===== config.mk =====
export PLATFORM = sky130hd
export DESIGN_NAME = dc_fifo_wr_arbiter_flat
export DESIGN_NICKNAME = d
export VERILOG_FILES = /design/src/rtl/dc_fifo_wr_arbiter_if.sv /design/src/rtl/dc_fifo_wr_arbiter.sv /design/src/flat_wrapper.sv
export SDC_FILE = /design/constraint.sdc
export NUM_CORES = 1
export LEC_CHECK = 0
export ABC_AREA = 1
export CAP_MARGIN = 20
export CORE_AREA = 2 2 87 89
export DETAILED_ROUTE_END_ITERATION = 12
export DIE_AREA = 0 0 89 91
export PLACE_DENSITY = 0.86
export SLEW_MARGIN = 40
export SYNTH_ARGS = -nofsm -noshare
export SYNTH_HDL_FRONTEND = slang
export SYNTH_SLANG_ARGS = --single-unit

===== constraint.sdc =====
create_clock -name wrclk -period 3.19 [get_ports wrclk]
set_clock_uncertainty 0.2 [all_clocks]
set_input_delay 0.638 -clock wrclk [delete_from_list [all_inputs] [get_ports wrclk]]
set_output_delay 0.638 -clock wrclk [all_outputs]
set_load 0.02 [all_outputs]

===== src/rtl/dc_fifo_wr_arbiter_if.sv =====
`default_nettype none
// +----------------------------------------------------------------------------+
// | Module      : dc_fifo_wr_arbiter_if                                        |
// | Description : Packet-source / FIFO-write bundle for dc_fifo_wr_arbiter.    |
// | Revision    : 1.0                                                          |
// +----------------------------------------------------------------------------+
interface dc_fifo_wr_arbiter_if #(
    parameter int WIDTH  = 16,
    parameter int NREQ   = 4,
    parameter int WIDTHU = 4,
    parameter int LENW   = 4
);
    logic [NREQ-1:0]       req;
    logic [NREQ*LENW-1:0]  len;
    logic [NREQ*WIDTH-1:0] data;
    logic [WIDTHU-1:0]     wrused;
    logic [NREQ-1:0]       grant;
    logic [NREQ-1:0]       take;
    logic                  last;
    logic [NREQ-1:0]       reject;
    logic                  fifo_wren;
    logic [WIDTH-1:0]      fifo_data;
    logic                  busy;

    modport master (
        output req, len, data, wrused,
        input  grant, take, last, reject, fifo_wren, fifo_data, busy
    );

    modport slave (
        input  req, len, data, wrused,
        output grant, take, last, reject, fifo_wren, fifo_data, busy
    );
endinterface
`default_nettype wire


===== src/rtl/dc_fifo_wr_arbiter.sv =====
`default_nettype none
// +----------------------------------------------------------------------------+
// | Module      : dc_fifo_wr_arbiter                                           |
// | Description : Round-robin whole-packet arbiter for one dc_fifo write port; |
// |               admits a packet only when the FIFO can hold all of it.       |
// | Revision    : 1.0                                                          |
// +----------------------------------------------------------------------------+
module dc_fifo_wr_arbiter #(
    parameter int WIDTH  = 16,
    parameter int NREQ   = 4,
    parameter int WIDTHU = 4,
    parameter int LENW   = 4
) (
    input  wire                  wrclk,
    input  wire                  resetn,
    dc_fifo_wr_arbiter_if.slave  bus
);
    localparam int               c_IW      = (NREQ > 1) ? $clog2(NREQ) : 1;
    localparam int               c_SW      = ((LENW > WIDTHU) ? LENW : WIDTHU) + 2;
    localparam logic [c_SW-1:0]  c_ONE     = c_SW'(1);
    localparam logic [c_SW-1:0]  c_CAP     = c_ONE << (WIDTHU - 1);
    localparam logic [NREQ-1:0]  c_ONEHOT0 = NREQ'(1);

    typedef enum logic [1:0] {
        S_IDLE  = 2'd0,
        S_BURST = 2'd1,
        S_GAP   = 2'd2
    } state_t;

    state_t            r_state, w_state_nxt;
    logic [c_IW-1:0]   r_rr_last, w_rr_nxt;
    logic [c_IW-1:0]   r_owner, w_owner_nxt;
    logic [LENW-1:0]   r_cnt, w_cnt_nxt;
    logic              r_gap, w_gap_nxt;
    logic [NREQ-1:0]   r_grant, w_grant_nxt;
    logic [NREQ-1:0]   r_take, w_take_nxt;
    logic              r_last, w_last_nxt;
    logic [NREQ-1:0]   r_reject, w_reject_nxt;
    logic              r_busy;
    logic              r_fifo_wren;
    logic [WIDTH-1:0]  r_fifo_data;

    logic [NREQ-1:0]   w_req_eff;
    logic              w_found;
    logic [c_IW-1:0]   w_win;
    logic [c_IW-1:0]   w_cand;
    logic [NREQ-1:0]   w_win_1h;
    logic [LENW-1:0]   w_len_win;
    logic [WIDTH-1:0]  w_own_data;
    logic              w_oversize;
    logic              w_fits;

    // A requester is still high during its own reject pulse; masking it stops a double reject.
    always_comb begin
        w_req_eff  = bus.req & ~r_reject;
        w_found    = 1'b0;
        w_win      = r_rr_last;
        w_cand     = r_rr_last;
        for (int k = 1; k <= NREQ; k++) begin
            w_cand = c_IW'((int'(r_rr_last) + k) % NREQ);
            if (!w_found && w_req_eff[w_cand]) begin
                w_found = 1'b1;
                w_win   = w_cand;
            end
        end
        w_win_1h   = c_ONEHOT0 << w_win;
        w_len_win  = '0;
        w_own_data = '0;
        for (int i = 0; i < NREQ; i++) begin
            if (w_win == c_IW'(i)) begin
                w_len_win = bus.len[i*LENW +: LENW];
            end
            if (r_owner == c_IW'(i)) begin
                w_own_data = bus.data[i*WIDTH +: WIDTH];
            end
        end
        w_oversize = (c_SW'(w_len_win) + c_ONE) > c_CAP;
        w_fits     = (c_SW'(bus.wrused) + c_SW'(w_len_win) + c_ONE) <= c_CAP;
    end

    always_comb begin
        w_state_nxt  = r_state;
        w_rr_nxt     = r_rr_last;
        w_owner_nxt  = r_owner;
        w_cnt_nxt    = r_cnt;
        w_gap_nxt    = r_gap;
        w_grant_nxt  = r_grant;
        w_take_nxt   = r_take;
        w_last_nxt   = 1'b0;
        w_reject_nxt = '0;
        case (r_state)
            S_IDLE: begin
                w_grant_nxt = '0;
                w_take_nxt  = '0;
                if (w_found) begin
                    if (w_oversize) begin
                        w_reject_nxt = w_win_1h;
                        w_rr_nxt     = w_win;
                    end else if (w_fits) begin
                        w_state_nxt = S_BURST;
                        w_cnt_nxt   = w_len_win;
                        w_owner_nxt = w_win;
                        w_grant_nxt = w_win_1h;
                        w_take_nxt  = w_win_1h;
                        w_last_nxt  = (w_len_win == '0);
                        w_rr_nxt    = w_win;
                    end
                end
            end
            S_BURST: begin
                // r_cnt counts the takes still to come after the current one.
                if (r_cnt == '0) begin
                    w_state_nxt = S_GAP;
                    w_grant_nxt = '0;
                    w_take_nxt  = '0;
                    w_gap_nxt   = 1'b0;
                end else begin
                    w_cnt_nxt  = r_cnt - LENW'(1);
                    w_last_nxt = (r_cnt == LENW'(1));
                end
            end
            S_GAP: begin
                w_grant_nxt = '0;
                w_take_nxt  = '0;
                if (r_gap) begin
                    w_state_nxt = S_IDLE;
                    w_gap_nxt   = 1'b0;
                end else begin
                    w_gap_nxt = 1'b1;
                end
            end
            default: begin
                w_state_nxt = S_IDLE;
                w_grant_nxt = '0;
                w_take_nxt  = '0;
            end
        endcase
    end

    always_ff @(posedge wrclk or negedge resetn) begin
        if (!resetn) begin
            r_state     <= S_IDLE;
            r_rr_last   <= c_IW'(NREQ - 1);
            r_owner     <= '0;
            r_cnt       <= '0;
            r_gap       <= 1'b0;
            r_grant     <= '0;
            r_take      <= '0;
            r_last      <= 1'b0;
            r_reject    <= '0;
            r_busy      <= 1'b0;
            r_fifo_wren <= 1'b0;
            r_fifo_data <= '0;
        end else begin
            r_state     <= w_state_nxt;
            r_rr_last   <= w_rr_nxt;
            r_owner     <= w_owner_nxt;
            r_cnt       <= w_cnt_nxt;
            r_gap       <= w_gap_nxt;
            r_grant     <= w_grant_nxt;
            r_take      <= w_take_nxt;
            r_last      <= w_last_nxt;
            r_reject    <= w_reject_nxt;
            r_busy      <= (w_state_nxt != S_IDLE);
            r_fifo_wren <= |r_take;
            if (|r_take) begin
                r_fifo_data <= w_own_data;
            end
        end
    end

    assign bus.grant     = r_grant;
    assign bus.take      = r_take;
    assign bus.last      = r_last;
    assign bus.reject    = r_reject;
    assign bus.busy      = r_busy;
    assign bus.fifo_wren = r_fifo_wren;
    assign bus.fifo_data = r_fifo_data;
endmodule
`default_nettype wire


===== src/flat_wrapper.sv =====
// flat-port wrapper written by rule: the top's interface ports become plain ports
module dc_fifo_wr_arbiter_flat 
#(
    parameter int WIDTH  = 16,
    parameter int NREQ   = 4,
    parameter int WIDTHU = 4,
    parameter int LENW   = 4
)
  (wrclk, resetn, bus_req, bus_len, bus_data, bus_wrused, bus_grant, bus_take, bus_last, bus_reject, bus_fifo_wren, bus_fifo_data, bus_busy);
  dc_fifo_wr_arbiter_if #(.WIDTH(WIDTH), .NREQ(NREQ), .WIDTHU(WIDTHU), .LENW(LENW)) bus_i ();
  input  wire wrclk;
  input  wire resetn;
  input wire logic [$bits(bus_i.req)-1:0] bus_req;
  input wire logic [$bits(bus_i.len)-1:0] bus_len;
  input wire logic [$bits(bus_i.data)-1:0] bus_data;
  input wire logic [$bits(bus_i.wrused)-1:0] bus_wrused;
  output wire logic [$bits(bus_i.grant)-1:0] bus_grant;
  output wire logic [$bits(bus_i.take)-1:0] bus_take;
  output wire logic [$bits(bus_i.last)-1:0] bus_last;
  output wire logic [$bits(bus_i.reject)-1:0] bus_reject;
  output wire logic [$bits(bus_i.fifo_wren)-1:0] bus_fifo_wren;
  output wire logic [$bits(bus_i.fifo_data)-1:0] bus_fifo_data;
  output wire logic [$bits(bus_i.busy)-1:0] bus_busy;
  assign bus_i.req = bus_req;
  assign bus_i.len = bus_len;
  assign bus_i.data = bus_data;
  assign bus_i.wrused = bus_wrused;
  assign bus_grant = bus_i.grant;
  assign bus_take = bus_i.take;
  assign bus_last = bus_i.last;
  assign bus_reject = bus_i.reject;
  assign bus_fifo_wren = bus_i.fifo_wren;
  assign bus_fifo_data = bus_i.fifo_data;
  assign bus_busy = bus_i.busy;
  dc_fifo_wr_arbiter #(.WIDTH(WIDTH), .NREQ(NREQ), .WIDTHU(WIDTHU), .LENW(LENW)) u_core (.wrclk(wrclk), .resetn(resetn), .bus(bus_i));
endmodule

==> flow_summary.json, run 1 <==
{
  "grt_usage": 0.212,
  "grt_max_degree": 39,
  "final_cell_area_mm2": 0.00443,
  "vias_per_cell": 5.04,
  "worst_slew_pin_slew_ps": 675,
  "post-route-drc-count": 0,
  "layout-drive-gt1-share": 0.223,
  "synth_edf_count": 0,
  "setup_viol_count_final": 15,
  "seq_area_um2": 953,
  "synth_flop_cell": "dfrtp_1",
  "row_count": 31,
  "syn_area_per_cell_um2": 6.86,
  "dp_hpwl_um": 6480,
  "synth-async-reset-ratio": 1.00,
  "synth_area_leaders": "dfrtp_1 34%, nand2_1 18%, nand3_1 8.7%",
  "synth_fp_nets": 481,
  "hold_violations": 0,
  "drtIter0Drc": 232,
  "reg2regPathDepth": 23,
  "grt_use_met1": 0.244,
  "routed_wirelength_um": 8990,
  "antenna_found_initial": 0,
  "grt_setup_unrepaired": "yes",
  "slowest_stage": "dfstp_2",
  "violations": "negative setup slack",
  "synth_top_area_frac": 0.342,
  "n_fill_cell": 612,
  "worstHoldPathType": "in2async",
  "cts_root_buf": "clkbuf_8",
  "slew_viol_final": 0,
  "cp.required_ps": 3170,
  "utilization": 0.620,
  "met2_usage": 0.389,
  "numCtsBuffers": 5,
  "hold_ws_ps": 103,
  "synthCells": 384,
  "pwr_density_cell_mw_per_mm2": 1380,
  "yosys_warnings": 0,
  "clk_latency_ps": 290,
  "yosysUniqueCellTypes": 29,
  "peakVddDrop_mv": 0.862,
  "crit_top_cell": "nand2_4",
  "drtAntennaViolNets": 0,
  "crit_family": "simple AND/OR/NAND/NOR gates",
  "critical_path_buf_inv_count": 3,
  "num_io_pins": 121,
  "crit_chain": "inv_6 > nand2_4 > nand2_4 > inv_2 > nand3_2 > nand2_4 > nand4_1 > nand2_4 > nand3b_1 > nand3_2 > nand2_4 > ha_4 > nand2_2 > inv_2 > o21ai_2 > o21ai_2 > o211ai_1 > nor2_1 > nor2_1 > a21oi_2 > nand2_2 > nand2_2 > nand2_1",
  "path_class": "reg2reg",
  "area_delta_synth_final_pct": 68.1,
  "p_leak_uw": 0.00212,
  "diodes": 0,
  "die_w_um": 89,
  "top_usage_layer": "met2",
  "slowest_delay_ps": 670,
  "wire_per_inst_um": 14.2,
  "yosysSeqAreaShare": 0.362,
  "grt_use_met3": 0.0409,
  "cp-start-kind": "register",
  "endpoint_kind": "register",
  "initial_core_util": 0.369,
  "synth_area_leader_cell": "dfrtp_1",
  "io_buffers": 120,
  "final_common_cell": "clkdlybuf4s50_1",
  "max-cap-violations": 0,
  "num-nets-final": 629,
  "post-route-min-period_ps": 3530,
  "dieArea_mm2": 0.00810,
  "setup_ws_ps": -337,
  "multiInputGateArea_mm2": 0.00162,
  "cts_tree": "yes",
  "vias": 3188,
  "regToRegSetupSlack_ps": -340,
  "status": "finished, violations left",
  "ys_ff_latch": 38,
  "cp.depth": 23,
  "max_slew_margin": 0.550,
  "firstDrtPassIters": 6,
  "grt_pass1_wl_um": 13800,
  "core_area_mm2": 0.00714,
  "mostFrequentLayoutCells": "115 x clkdlybuf4s50_1, 114 x nand2_1, 38 x nand3_1, 36 x buf_4, 36 x dfrtp_1",
  "grt_pass1_vias": 3120,
  "clock_sinks": 38,
  "fmax_ghz": 0.284,
  "arrival_ps": 3500,
  "die-height_um": 91,
  "clk_pin_slew_ps": 80,
  "gp_congestion": 0.884,
  "clk_path_buf_depth": 2,
  "period_share": 1.11,
  "synth_area_mm2": 0.00263,
  "cp_max_fo": 8,
  "dpl_cell_area_mm2": 0.00407,
  "htree_levels": 2,
  "grt_overflow": 0
}
-- synth_stat cells (2+ instances only) --
cell type / instances
a21oi_1: 11
a221oi_1: 4
buf_4: 5
clkbuf_1: 10
dfrtp_1: 36
dfstp_2: 2
ha_1: 6
inv_1: 35
inv_2: 5
nand2_1: 129
nand2_2: 7
nand2_4: 6
nand3_1: 46
nand3_2: 5
nand3b_1: 2
nand4_1: 4
nor2_1: 23
nor3_1: 3
o21ai_0: 31
o21ai_1: 3
or2_2: 3
-- area by class of cell --
cell class,instances,area share
clock buffers,6,0.0186
clock inverters,2,0.00283
inverters,41,0.0365
multi-input cells,289,0.365
flip-flops and latches,38,0.215
well taps,99,0.0280
repair buffers,157,0.334
-- kinds of logic after synthesis --
group                    Yosys count  synth area share
adder cells (fa/ha/maj)            7            0.0361
AO/OA/AOI/OAI                     51             0.104
flip-flops                        38             0.362
buffers and inverters             57            0.0922
AND/OR/NAND/NOR                  231             0.406
-- registers in the layout, summed over array words and instances, names as in the netlist --
name                  flops
u_core.r_rr_last          2
u_core.bus.grant          4
u_core.r_cnt              4
u_core.bus.reject         4
u_core.bus.last           1
u_core.bus.busy           1
u_core.bus.fifo_data     16
u_core.bus.fifo_wren      1
u_core.r_owner            2
u_core.r_state            2
u_core.r_gap              1
-- worst register-to-register path: cells and delay by family, from the launching register on --
| kind | cells | cell delay [ps] |
|---|---|---|
| AND/OR/NAND/NOR | 15 | 1590 |
| flip-flops | 1 | 670 |
| AO/OA/AOI/OAI | 4 | 500 |
| adder cells (fa/ha/maj) | 1 | 260 |
| buffers and inverters | 3 | 190 |
-- worst paths after layout --
kind                                               from                        to
min in group wrclk              u_core.bus.fifo_data[8]   u_core.bus.fifo_data[8]
worst max register to register      u_core.r_rr_last[0]           u_core.r_cnt[1]
max in group asynchronous                        resetn       u_core.r_rr_last[0]
worst min register to register  u_core.bus.fifo_data[8]   u_core.bus.fifo_data[8]
worst max-delay path                u_core.r_rr_last[0]           u_core.r_cnt[1]
worst min-delay path                             resetn  u_core.bus.fifo_data[10]
-- layer usage --
| metal | share of wire | up-vias |
|---|---|---|
| li1 | - | 1526 |
| met1 | 0.39 | 1510 |
| met2 | 0.52 | 136 |
| met3 | 0.075 | 16 |
| met4 | 0.015 | 0 |
| met5 | 0 | - |
-- power breakdown --
group,internal [µW],switching [µW]
Sequential,739,212
Combinational,2070,2740
Clock,174,173
Total,2980,3130
-- repair_timing --
item,4_1_cts,5_1_grt
setup buffers,10,4
hold buffers,0,0
setup endpoints to repair,15,15
gates cloned,0,0
gates resized for setup,38,12
pin swaps,37,12
-- stage by stage --
step / power (µW) / instances / TNS [ps] / setup WS [ps]
finish: 6110 / 632 / -3750 / -337
global route: 6660 / 632 / -6870 / -585
CTS: 5800 / 628 / -1920 / -234
detailed placement: 4890 / 611 / -10780 / -847
global placement: 4720 / 611 / -8160 / -667
floorplan: 3460 / 384 / -544 / -114
No activity file was read; power rests on OpenSTA's default activity.
==> inputs of run 2 (changes only) <==
--- a/config.mk
+++ b/config.mk
@@ -7,10 +7,10 @@
 export LEC_CHECK = 0
 export ABC_AREA = 1
 export CAP_MARGIN = 20
-export CORE_AREA = 2 2 87 89
+export CORE_AREA = 4 4 89 91
 export DETAILED_ROUTE_END_ITERATION = 12
-export DIE_AREA = 0 0 89 91
-export PLACE_DENSITY = 0.86
+export DIE_AREA = 0 0 93 95
+export PLACE_DENSITY_LB_ADDON = 0.12
 export SLEW_MARGIN = 40
 export SYNTH_ARGS = -nofsm -noshare
 export SYNTH_HDL_FRONTEND = slang
==> run 2 against run 1 <==
  * Critical path type unchanged
  * Critical path depth rose by 1
  * The flow still finishes with violations (negative setup slack)
  * Highest routed layer unchanged
  * Die area rose by 9.1%
  * Flip-flop and latch count stayed put
  * Sequential power decreased by 1%
  * Maximum frequency decreased by 1.1%
  * Global-route usage down 1.8 points
  * Utilization is 2.9 points higher
  * Setup slack got worse by 39 ps
  * Clock power grew 45%
==> flow_summary.json, run 2 (synthesis results as in run 1) <==
{
  "status": "finished, violations left",
  "violations": "negative setup slack",
  "clk_latency_ps": 290,
  "grt_pass1_wl_um": 13900,
  "reg2regPathDepth": 24,
  "setup_ws_ps": -376,
  "endpoint_kind": "register",
  "area_delta_synth_final_pct": 76.0,
  "fin_setup_tns_ps": -4000,
  "wire_per_inst_um": 13.5,
  "regToRegSetupSlack_ps": -380,
  "max_slew_margin": 0.558,
  "p_total_uw": 6680,
  "cp_max_fo": 7,
  "p_leak_uw": 0.00223,
  "clk_pin_slew_ps": 80,
  "antenna_found_initial": 0,
  "reg2reg_from": "u_core.r_rr_last[0]",
  "grt_pass1_vias": 3012,
  "num-nets-final": 646,
  "r2r_end": "u_core.r_cnt[3]",
  "firstDrtPassIters": 5,
  "period_share": 1.12,
  "drtIter0Drc": 79,
  "final_cell_area_mm2": 0.00463,
  "post-route-min-period_ps": 3570,
  "vias": 3060,
  "cp.required_ps": 3170,
  "worstHoldPathType": "in2async",
  "place_worst_setup_slack_ps": -799,
  "final_common_cell": "clkdlybuf4s50_1",
  "max-cap-violations": 0,
  "layout-drive-gt1-share": 0.251,
  "pwr_density_cell_mw_per_mm2": 1440,
  "path_class": "reg2reg",
  "initial_core_util": 0.369,
  "grt_overflow": 0,
  "setup_viol_count_final": 15,
  "fin_cells": 649,
  "arrival_ps": 3550,
  "numCtsBuffers": 5,
  "row_count": 31,
  "htree_levels": 2,
  "core_area_mm2": 0.00714,
  "largest_reg_flops": 16,
  "cp-start-kind": "register",
  "post-route-drc-count": 0,
  "gp_congestion": 0.835,
  "num_io_pins": 121,
  "io_buffers": 120,
  "n_fill_cell": 640,
  "diodes": 0,
  "vias_per_cell": 4.71,
  "slew_viol_final": 0,
  "drtAntennaViolNets": 0,
  "die_w_um": 93,
  "clock_sinks": 38,
  "mostFrequentLayoutCells": "115 x clkdlybuf4s50_1, 110 x nand2_1, 51 x buf_4, 38 x nand3_1, 36 x dfrtp_1",
  "grt_usage": 0.193,
  "dp_cells": 618,
  "grt_setup_unrepaired": "yes",
  "routed_wirelength_um": 8730,
  "fmax_ghz": 0.280,
  "die-height_um": 95,
  "cts_tree": "yes",
  "peakVddDrop_mv": 0.700,
  "hold_violations": 0,
  "clk_path_buf_depth": 2,
  "cts_root_buf": "clkbuf_8",
  "dp_hpwl_um": 6610,
  "dpl_cell_area_mm2": 0.00413,
  "grt_max_degree": 39,
  "worst_slew_pin_slew_ps": 662,
  "dieArea_mm2": 0.00884
}
## run 2: cell types whose count changed in the layout (fill, tap and decap cells not counted), sizes merged
cell,delta
inv,-1
nand2,+1
bufinv,+2
clkinvlp,-1
buf,+16
## run 2: final cells by class
cell class / count / area [µm²] / share of cell area
Timing Repair Buffer: 173 / 1600 / 0.346
Tap cell: 99 / 124 / 0.0267
Sequential cell: 38 / 953 / 0.206
Inverter: 41 / 169 / 0.0364
Clock inverter: 2 / 60.1 / 0.0130
Multi-Input combinational cell: 290 / 1640 / 0.354
Clock buffer: 6 / 82.6 / 0.0178
## run 2: layer usage
layer  up-vias  routed length (µm)  GRT usage  share of wire
li1       1569                   -          -              -
met1      1427                3630      0.242           0.42
met2        56                4690      0.355           0.54
met3         8                 323     0.0327          0.037
met4         0                  82     0.0305         0.0094
met5         -                   0          0              0
## run 2: how the worst max path moves through the flow
stage / startpoint / slack, ps / end / cells after the start
global route: u_core.r_rr_last[0] / -680 / u_core.r_cnt[3] / 23
detailed placement: bus_req[3] / -800 / u_core.r_cnt[1] / 27
global placement: bus_req[3] / -730 / u_core.bus.busy / 26
finish: u_core.r_rr_last[0] / -380 / u_core.r_cnt[3] / 24
floorplan: u_core.r_rr_last[0] / -110 / u_core.bus.busy / 25
CTS: u_core.r_rr_last[0] / -320 / u_core.r_cnt[1] / 24
## run 2: what timing repair did
item	in CTS	in global routing
setup buffers	16	8
gates cloned	1	0
resized for setup	34	25
hold buffers	0	0
hold endpoints to repair	0	0
pin swaps	34	25
endpoints found under the setup margin	15	15
## run 2: per-stage QoR
step / hold slack, ps / util
after CTS: 122 / 0.629
after global routing: 138 / 0.649
after global placement: 266 / 0.578
final: 102 / 0.649
after floorplan: 142 / -
after detailed placement: 273 / 0.579
## run 2: where the power goes
part           leakage, µW  internal [µW]  switching (µW)
clock network    0.0000714            334             171
registers         0.000485            738             201
logic              0.00167           2410            2830
## run 2: critical path: stages (launching register included)
cell and delay [ps]:
dfstp_2 650, clkinv_4 120, nand2_4 80, nand2_4 70, inv_4 70, nand3_4 70
nand2_4 110, nand4_1 240, buf_4 230, nand3_4 80, inv_4 50, nand2_4 70
nand2_4 60, ha_4 250, nand2_1 40, inv_1 60, o21ai_2 70, o21ai_2 140
o211ai_1 110, nor2_1 150, nor2_1 80, a21oi_2 170, nand2_2 120, nand2_2 100
nand2_2 50
